[config.mk]
export PLATFORM = sky130hd
export DESIGN_NAME = mult_seq_ctrl
export DESIGN_NICKNAME = d
export VERILOG_FILES = /design/src/rtl/mult_seq_pkg.sv /design/src/rtl/mult_seq_ctrl_dp.sv /design/src/rtl/mult_seq_ctrl.sv
export SDC_FILE = /design/constraint.sdc
export NUM_CORES = 1
export LEC_CHECK = 0
export ABC_AREA = 0
export CAP_MARGIN = 10
export CELL_PAD_IN_SITES_DETAIL_PLACEMENT = 1
export CELL_PAD_IN_SITES_GLOBAL_PLACEMENT = 1
export CORE_MARGIN = 10
export CORE_UTILIZATION = 48
export DETAILED_ROUTE_END_ITERATION = 8
export GPL_TIMING_DRIVEN = 0
export PLACE_DENSITY_LB_ADDON = 0.1
export SETUP_SLACK_MARGIN = 0.4
export SLEW_MARGIN = 40
export SYNTH_ARGS = -nofsm -noshare
export SYNTH_HDL_FRONTEND = slang
export SYNTH_SLANG_ARGS = --single-unit
[constraint.sdc]
create_clock -name clk -period 3.35 [get_ports clk]
set_input_delay 0.67 -clock clk [delete_from_list [all_inputs] [get_ports clk]]
set_output_delay 0.67 -clock clk [all_outputs]
set_load 0.02 [all_outputs]
[src/rtl/mult_seq_pkg.sv]
// Shared definitions for the sequential shift-add multiplier: FSM state
// encoding and the operand magnitude helper used by the datapath.
package mult_seq_pkg;

  // Widest operand the design supports; abs_val works at this width.
  localparam int MAX_W = 32;

  typedef enum logic [2:0] {
    IDLE = 3'd0,
    LOAD = 3'd1,
    ITER = 3'd2,
    FIX  = 3'd3,
    DONE = 3'd4
  } state_t;

  // Magnitude of an already sign/zero-extended operand. The most negative
  // value maps to 2^(W-1), which still fits unsigned in the operand width.
  function automatic logic [MAX_W-1:0] abs_val(input logic [MAX_W-1:0] x,
                                               input logic             signed_mode);
    logic signed [MAX_W-1:0] x_s;
    x_s = x;
    if (signed_mode && x[MAX_W-1]) begin
      return -x_s;
    end
    return x;
  endfunction

endpackage

[src/rtl/mult_seq_ctrl_dp.sv]
// Datapath of the sequential multiplier: magnitude conversion of the
// captured operands, shift-add accumulation and final sign correction.
// Optional build macro MULT_SEQ_EARLY_TERM_EN adds multiplier-zero flags
// used by the controller to stop iterating early.
module mult_seq_dp
  import mult_seq_pkg::*;
#(
  parameter int WIDTH = 8
) (
  input  logic               clk,
  input  logic               rst_n,
  input  logic               i_load,
  input  logic               i_step,
  input  logic               i_fix,
  input  logic               i_signed_mode,
  input  logic [WIDTH-1:0]   i_a,
  input  logic [WIDTH-1:0]   i_b,
`ifdef MULT_SEQ_EARLY_TERM_EN
  output logic               o_mplier_zero,
  output logic               o_mplier_last,
`endif
  output logic [2*WIDTH-1:0] o_product
);

  logic [2*WIDTH-1:0] r_mcand;
  logic [WIDTH-1:0]   r_mplier;
  logic [2*WIDTH-1:0] r_acc;
  logic               r_neg;
  logic [2*WIDTH-1:0] r_product;

  logic signed [WIDTH-1:0]     w_a_s;
  logic signed [WIDTH-1:0]     w_b_s;
  logic [MAX_W-1:0]            w_a_ext;
  logic [MAX_W-1:0]            w_b_ext;
  logic [MAX_W-1:0]            w_a_abs;
  logic [MAX_W-1:0]            w_b_abs;
  logic [WIDTH-1:0]            w_a_mag;
  logic [WIDTH-1:0]            w_b_mag;
  logic                        w_neg;
  logic signed [2*WIDTH-1:0]   w_acc_s;
  logic signed [2*WIDTH-1:0]   w_acc_neg_s;
  logic [2*WIDTH-1:0]          w_fixed;

  // Extend to the helper width honouring the operand mode, then take |x|.
  assign w_a_s   = i_a;
  assign w_b_s   = i_b;
  assign w_a_ext = i_signed_mode ? MAX_W'(w_a_s) : MAX_W'(i_a);
  assign w_b_ext = i_signed_mode ? MAX_W'(w_b_s) : MAX_W'(i_b);
  assign w_a_abs = abs_val(w_a_ext, i_signed_mode);
  assign w_b_abs = abs_val(w_b_ext, i_signed_mode);
  assign w_a_mag = w_a_abs[WIDTH-1:0];
  assign w_b_mag = w_b_abs[WIDTH-1:0];
  assign w_neg   = i_signed_mode & (i_a[WIDTH-1] ^ i_b[WIDTH-1]);

  // Upper helper bits are zero for any legal operand; tie them off.
  generate
    if (WIDTH < MAX_W) begin : g_abs_unused
      logic w_unused_abs;
      assign w_unused_abs = ^{w_a_abs[MAX_W-1:WIDTH], w_b_abs[MAX_W-1:WIDTH]};
    end
  endgenerate

  // Two's-complement negation of the magnitude product for mixed signs.
  assign w_acc_s     = r_acc;
  assign w_acc_neg_s = -w_acc_s;
  assign w_fixed     = r_neg ? w_acc_neg_s : r_acc;

`ifdef MULT_SEQ_EARLY_TERM_EN
  assign o_mplier_zero = (r_mplier == '0);
  assign o_mplier_last = (r_mplier[WIDTH-1:1] == '0);
`endif

  assign o_product = r_product;

  // Operand load, one shift-add step per strobe, and product capture on fix.
  always_ff @(posedge clk or negedge rst_n) begin
    if (!rst_n) begin
      r_mcand   <= '0;
      r_mplier  <= '0;
      r_acc     <= '0;
      r_neg     <= 1'b0;
      r_product <= '0;
    end else begin
      if (i_load) begin
        r_neg    <= w_neg;
        r_mcand  <= {{WIDTH{1'b0}}, w_a_mag};
        r_mplier <= w_b_mag;
        r_acc    <= '0;
      end else if (i_step) begin
        if (r_mplier[0]) begin
          r_acc <= r_acc + r_mcand;
        end
        r_mcand  <= r_mcand << 1;
        r_mplier <= r_mplier >> 1;
      end
      if (i_fix) begin
        r_product <= w_fixed;
      end
    end
  end

endmodule

[src/rtl/mult_seq_ctrl.sv]
// Sequential shift-add multiplier (ALU multi-cycle MUL unit): iteration
// controller FSM plus the mult_seq_dp datapath. start/busy/done handshake,
// unsigned or signed operands, abort, 2*WIDTH-bit product.
// Optional build macro MULT_SEQ_EARLY_TERM_EN: stop iterating as soon as the
// remaining multiplier bits are zero (same product, shorter latency).
module mult_seq_ctrl
  import mult_seq_pkg::*;
#(
  parameter int WIDTH = 8,
  parameter int CNT_W = $clog2(WIDTH + 1)
) (
  input  logic               clk,
  input  logic               rst_n,
  input  logic               start,
  input  logic               abort,
  input  logic               signed_mode,
  input  logic [WIDTH-1:0]   a,
  input  logic [WIDTH-1:0]   b,
  output logic               busy,
  output logic               done,
  output logic [2*WIDTH-1:0] product,
  output logic [CNT_W-1:0]   iter_cnt
);

  state_t           r_state;
  logic             r_busy;
  logic             r_done;
  logic [CNT_W-1:0] r_cnt;
  logic [WIDTH-1:0] r_a;
  logic [WIDTH-1:0] r_b;
  logic             r_sm;

  logic             w_load;
  logic             w_step;
  logic             w_fix;
  logic             w_last_iter;
`ifdef MULT_SEQ_EARLY_TERM_EN
  logic             w_mplier_zero;
  logic             w_mplier_last;
`endif

  // Datapath strobes; abort suppresses any datapath update in that cycle.
  assign w_load = (r_state == LOAD) && !abort;
  assign w_fix  = (r_state == FIX)  && !abort;
`ifdef MULT_SEQ_EARLY_TERM_EN
  assign w_step      = (r_state == ITER) && !abort && !w_mplier_zero;
  assign w_last_iter = (r_cnt == CNT_W'(WIDTH - 1)) || w_mplier_last;
`else
  assign w_step      = (r_state == ITER) && !abort;
  assign w_last_iter = (r_cnt == CNT_W'(WIDTH - 1));
`endif

  mult_seq_dp #(
    .WIDTH(WIDTH)
  ) u_dp (
    .clk           (clk),
    .rst_n         (rst_n),
    .i_load        (w_load),
    .i_step        (w_step),
    .i_fix         (w_fix),
    .i_signed_mode (r_sm),
    .i_a           (r_a),
    .i_b           (r_b),
`ifdef MULT_SEQ_EARLY_TERM_EN
    .o_mplier_zero (w_mplier_zero),
    .o_mplier_last (w_mplier_last),
`endif
    .o_product     (product)
  );

  assign busy     = r_busy;
  assign done     = r_done;
  assign iter_cnt = r_cnt;

  // Controller FSM with registered busy/done and iteration counter.
  always_ff @(posedge clk or negedge rst_n) begin
    if (!rst_n) begin
      r_state <= IDLE;
      r_busy  <= 1'b0;
      r_done  <= 1'b0;
      r_cnt   <= '0;
      r_a     <= '0;
      r_b     <= '0;
      r_sm    <= 1'b0;
    end else begin
      case (r_state)
        IDLE: begin
          r_done <= 1'b0;
          if (start) begin
            r_a     <= a;
            r_b     <= b;
            r_sm    <= signed_mode;
            r_busy  <= 1'b1;
            r_state <= LOAD;
          end
        end
        LOAD: begin
          if (abort) begin
            r_busy  <= 1'b0;
            r_state <= IDLE;
          end else begin
            r_cnt   <= '0;
            r_state <= ITER;
          end
        end
        ITER: begin
          if (abort) begin
            r_busy  <= 1'b0;
            r_state <= IDLE;
          end else begin
`ifdef MULT_SEQ_EARLY_TERM_EN
            if (w_mplier_zero) begin
              r_state <= FIX;
            end else begin
              r_cnt <= r_cnt + CNT_W'(1);
              if (w_last_iter) begin
                r_state <= FIX;
              end
            end
`else
            r_cnt <= r_cnt + CNT_W'(1);
            if (w_last_iter) begin
              r_state <= FIX;
            end
`endif
          end
        end
        FIX: begin
          r_busy <= 1'b0;
          if (abort) begin
            r_state <= IDLE;
          end else begin
            r_done  <= 1'b1;
            r_state <= DONE;
          end
        end
        DONE: begin
          r_done  <= 1'b0;
          r_state <= IDLE;
        end
        default: begin
          r_busy  <= 1'b0;
          r_done  <= 1'b0;
          r_state <= IDLE;
        end
      endcase
    end
  end

endmodule

# == Word-level counts from Yosys, hierarchy flattened ==
# Index checks and enable logic that the tools add are counted.
# word_totals
regBits,83
ram_bits,0
rom_bits,0
inputBits,21
latchBits,0
memories,0
out_inout_bits,22
wordCells,79
# op_classes
reduce_logical,17
mux,30
bitwise_logic,4
shifts,0
order_cmp,0
eq_ne,11
div,0
addsub,5
n_mul,0
# ops
operator,count
two-way mux 16 bit,6
two-way mux 32 bit,2
two-way mux 8 bit,6
adder 16 bit,1
negator 16 bit,1
negator 8 bit,2
two-way mux 3 bit,4
one-hot mux 3 bit (4 select lines),1
two-way mux 4 bit,2
inequality test 2 bit (second input constant),4
one-hot mux 4 bit (2 select lines),1
AND reduction 2 bit,4
== test 3 x 2 -> 1 bit (second input constant),2
AND reduction 3 bit,2
nonzero test 2 bit,3
logical AND 1 bit,5
two-way mux 1 bit,5
adder 4 x 1 -> 4 bit (second input constant),1
== test 4 x 3 -> 1 bit (second input constant),1
== test 3 x 1 -> 1 bit (second input constant),1
== test 3 bit (second input constant),1
zero test 3 bit,1
inequality test 3 bit (second input constant),1
one-hot mux 1 bit (3 select lines),1
8 further kinds,9

# == Logic depth before layout (Yosys ltp) ==
# depth
word_depth,5
depth_mapped,8
ltp_nobuf,8

# == Hierarchy ==
# A second synthesis with hierarchy kept.
# unflattened
hier_cells,479
hier_area_um2,4678.2
# modules_own_cells
mod,area_each_um2,instances,seq_area_each_um2,cells_each
mult_seq_dp,3533.4,1,1426.4,388
mult_seq_ctrl,1144.8,1,650.6,91

# == Worst setup path after synthesis ==
# No wires, ideal clock.
# synth_path
kind,register to register
start,register u_dp.r_acc[0]
end,register u_dp.r_acc[12]
slack_ns,1.185
stages_incl_launch_ff,9
path_buffers,0
setup_time_ns,0.134
t_required_ns,3.216
synth_period_minus_slack_ns,2.165
arrival_ns,2.031
cell_sequence,dfrtp_1 ha_1 fa_1 a21o_1 a311oi_2 nor2_1 o221ai_1 xor2_1 o21ai_0
# synth_via
elab_chain_cells,4
# synth_lines
item,line,rtl
from (decl),mult_seq_ctrl_dp.sv:27,logic [2*WIDTH-1:0] r_acc;
from (signal assigned),mult_seq_ctrl_dp.sv:91,r_acc <= r_acc + r_mcand;
adder 16 bit,mult_seq_ctrl_dp.sv:91,
two-way mux 16 bit,mult_seq_ctrl_dp.sv:90,if (r_mplier[0]) begin
two-way mux 16 bit,mult_seq_ctrl_dp.sv:89,end else if (i_step) begin
two-way mux 16 bit,mult_seq_ctrl_dp.sv:84,if (i_load) begin
# No other way between the ends. The select of a mux whose other input is x is not followed.
# A chain may end at the register's enable or synchronous reset.

# == Worst setup path after layout ==
# layout_path
start,register u_dp.r_acc[0]
end,register u_dp.r_acc[10]
# Same word-level chain as after synthesis.

==> results.toml <==
[clock_tree]
clkLatencyLatePin_ps = 360
cts_setup_buffers = 0
cts_buffers = 9
clkTransAtPathRegs_ps = 90
root_buffer = "clkbuf_8"
cts_sinks = 83
clockBufferDepth = 2
post_cts_resized = 0
htreeDepth = 3
hold_buffers = 0
tritoncts = "yes"

[drt]
routed_wl_um = 12330
drt_first_pass_iters = 4
vias_per_cell = 5.737
drc = 0
vias = 3890
ant_nets = 0
wl_per_cell_um = 18.19
drt_iter0_drc = 164

[floorplanning]
start_util_pct = 49.10
die_w_um = 117.2
ios = 43
design.core.area_mm2 = 0.009240
dieArea_mm2 = 0.01374
die_h_um = 117.2
rows = 35

[critical_path]
rr_startpoint = "u_dp.r_acc[0]$_DFFE_PN0P_"
critPathBufInv = 0
cp_data_required_time_ps = 3580
path_class = "reg2reg"
crit_slowest_cell = "dfrtp_1"
crit_chain = "ha_1 -> fa_1 -> a21o_1 -> a311oi_2 -> nor2_1 -> a41oi_2 -> xor2_1 -> o21ai_1"
endpoint_kind = "flop"
cpPeakStageDelay_ps = 440
startpoint_type = "flop"
path_delay_family = "compound AO/OA/AOI/OAI gates"
crit_arrival_ps = 2770
path_max_fanout = 5
worstSetupStartpoint = "u_dp.r_acc[0]$_DFFE_PN0P_"

[sta]
max_freq_mhz = 395.0
fin_crit_ps = 2532
rsz0062_at_grt = "no"
worstMarginPinSlew_ps = 724.2
slew_headroom_pct = 51.35
setup_viol = 0
fin_worst_skew_ps = 11.88
hold_viol = 0
timing.setup.tns_ps = 0
period_share_pct = 75.58
setup_ws_ps = 818.1
worst_hold_slack_ps = 205.2
finalMaxSlewViolations = 0

[synth]
synth_seq_area_share_pct = 45.78
ys.flop_type = "dfrtp_1"
syn-num-nets = 531
synth_edf_count = 0
synth.distinct_cells = 52
syn_inst = 490
synth-seq-cells = 83
async_flop_share_pct = 100.0
avgSynthCellArea_um2 = 9.259
syn_area_mm2 = 0.004537
ys_warn_count = 0

[finish]
antennaDiodeCount = 0
fillers = 1073
drive_gt1_share_pct = 8.379
nNetsFinal = 585
synthToLayoutAreaGrowth_pct = 17.76

[place]
hpwl_um = 9477
gp_congestion = 0.9057
post-place-ws_ps = 641.7
port_buffers = 42

[worst_hold_path]
hp-class = "in2async"

[grt]
grt_first_pass_wirelength_um = 20680
grt_max_degree = 48
antenna_found_initial = 0
first_global_vias = 4169
gr-usage-all-layers_pct = 18.87
grt_overflow = 0

[power_and_ir_drop]
p_per_area_mw_per_mm2 = 824.1
power_mw = 4.403
leakage_nw = 2.402
ir_worst_vdd_mv = 0.4538

[run_status]
status = "completed"

[run]
maxCapViolations = 0
## synth_stat cells, types with 2 or more instances
master    number  area (um2)
or3_1          4       25.02
nand3_1       19       95.09
mux2_2        14       157.7
xor2_1        29       254.0
dfrtp_1       83        2077
and3_1         5       31.28
a211oi_1       3       22.52
o41ai_1        4       35.03
ha_1          19       237.7
o21ai_1        3       15.01
a21o_1         5       37.54
o21ai_0       29       145.1
buf_2          6       30.03
nor2_1        40       150.1
o31ai_1        7       52.55
nand2_1       79       296.5
mux2i_1        4       40.04
nor3_1         9       45.04
and2_1         2       12.51
xnor2_1        6       52.55
clkbuf_1      17       63.81
nand2b_1       3       18.77
a31oi_1       19       118.9
inv_1         11       41.29
a21oi_1       41       205.2
nand4_1        3       18.77
## power by group
| part | switching, mW | total [mW] | internal, mW |
|---|---|---|---|
| Sequential | 0.361 | 1.70 | 1.34 |
| Clock | 0.378 | 0.743 | 0.365 |
| Combinational | 1.10 | 1.96 | 0.860 |
| Total | 1.84 | 4.40 | 2.56 |
## stage by stage
stage,cell area (um2),utilization [%],cells
floorplan,4537,-,490
global placement,5119,55.40,661
detailed placement,5147,55.71,662
CTS,5343,57.82,678
global route,5343,57.82,678
finish,5343,57.82,678
## routing by layer
layer | up-vias | routed length (um) | track usage (%)
li1 | 1836 | - | -
met1 | 1986 | 5538 | 23.54
met2 | 54 | 6211 | 33.66
met3 | 14 | 434 | 2.294
met4 | 0 | 148 | 4.860
met5 | - | 0 | 0
## worst register-to-register path, stage by stage, from the launching register on
cell and delay [ps]:
dfrtp_1 440, ha_1 260, fa_1 410, a21o_1 240, a311oi_2 340, nor2_1 170, a41oi_2 250, xor2_1 230
o21ai_1 90
## state kept, by name (all words and copies together), names as in the netlist
name            count
busy                1
done                1
iter_cnt            4
r_a                 8
r_b                 8
r_sm                1
r_state             3
u_dp.o_product     16
u_dp.r_acc         16
u_dp.r_mcand       16
u_dp.r_mplier       8
u_dp.r_neg          1
## layout by cell type, fill, tap and decap left out, types with 3 or more instances in the layout
cell type / instances
clkbuf_1: 19
ha_1: 19
nor3_1: 9
o21ai_1: 3
nand2_1: 79
and3_1: 5
o41ai_1: 4
a31oi_1: 19
a21oi_1: 41
clkdlybuf4s50_1: 41
a211oi_1: 3
mux2i_1: 4
or3_1: 4
dfrtp_1: 83
mux2_2: 14
nor2_1: 40
nand3_1: 19
o21ai_0: 29
a21o_1: 5
nand2b_1: 3
nand4_1: 3
clkbuf_8: 10
inv_1: 11
xnor2_1: 6
o31ai_1: 7
xor2_1: 29
buf_2: 6
## logic make-up after synthesis
logic type / after synthesis / synth area share, %
flip-flops: 83 / 45.78
AO/OA/AOI/OAI: 125 / 17.07
XOR/XNOR: 35 / 6.757
multiplexers: 18 / 4.357
buffers and inverters: 35 / 3.144
AND/OR/NAND/NOR: 174 / 17.21
adder cells (fa/ha/maj): 20 / 5.681
## path summary, 6_finish.rpt
check,end,slack (ps),depth (start not counted)
min in group clk,u_dp.o_product[0]$_DFFE_PN0P_,510,1
worst min register to register,u_dp.o_product[0]$_DFFE_PN0P_,510,1
worst max-delay path,u_dp.r_acc[10]$_DFFE_PN0P_,820,8
worst max register to register,u_dp.r_acc[10]$_DFFE_PN0P_,820,8
max in group asynchronous,u_dp.r_mcand[9]$_DFFE_PN0P_,2600,2
worst min-delay path,done$_DFFE_PN0P_,210,1
## layout make-up
class / instances / area, um2 / area share (%)
inverters: 11 / 41.29 / 0.7728
plain buffers: 24 / 101.3 / 1.897
repair buffers: 43 / 449.2 / 8.408
clock buffers: 12 / 145.1 / 2.717
flip-flops and latches: 83 / 2077 / 38.88
clock inverters: 4 / 50.05 / 0.9368
well taps: 129 / 161.4 / 3.021
multi-input cells: 372 / 2317 / 43.37
Power figures use the tool's default switching activity.
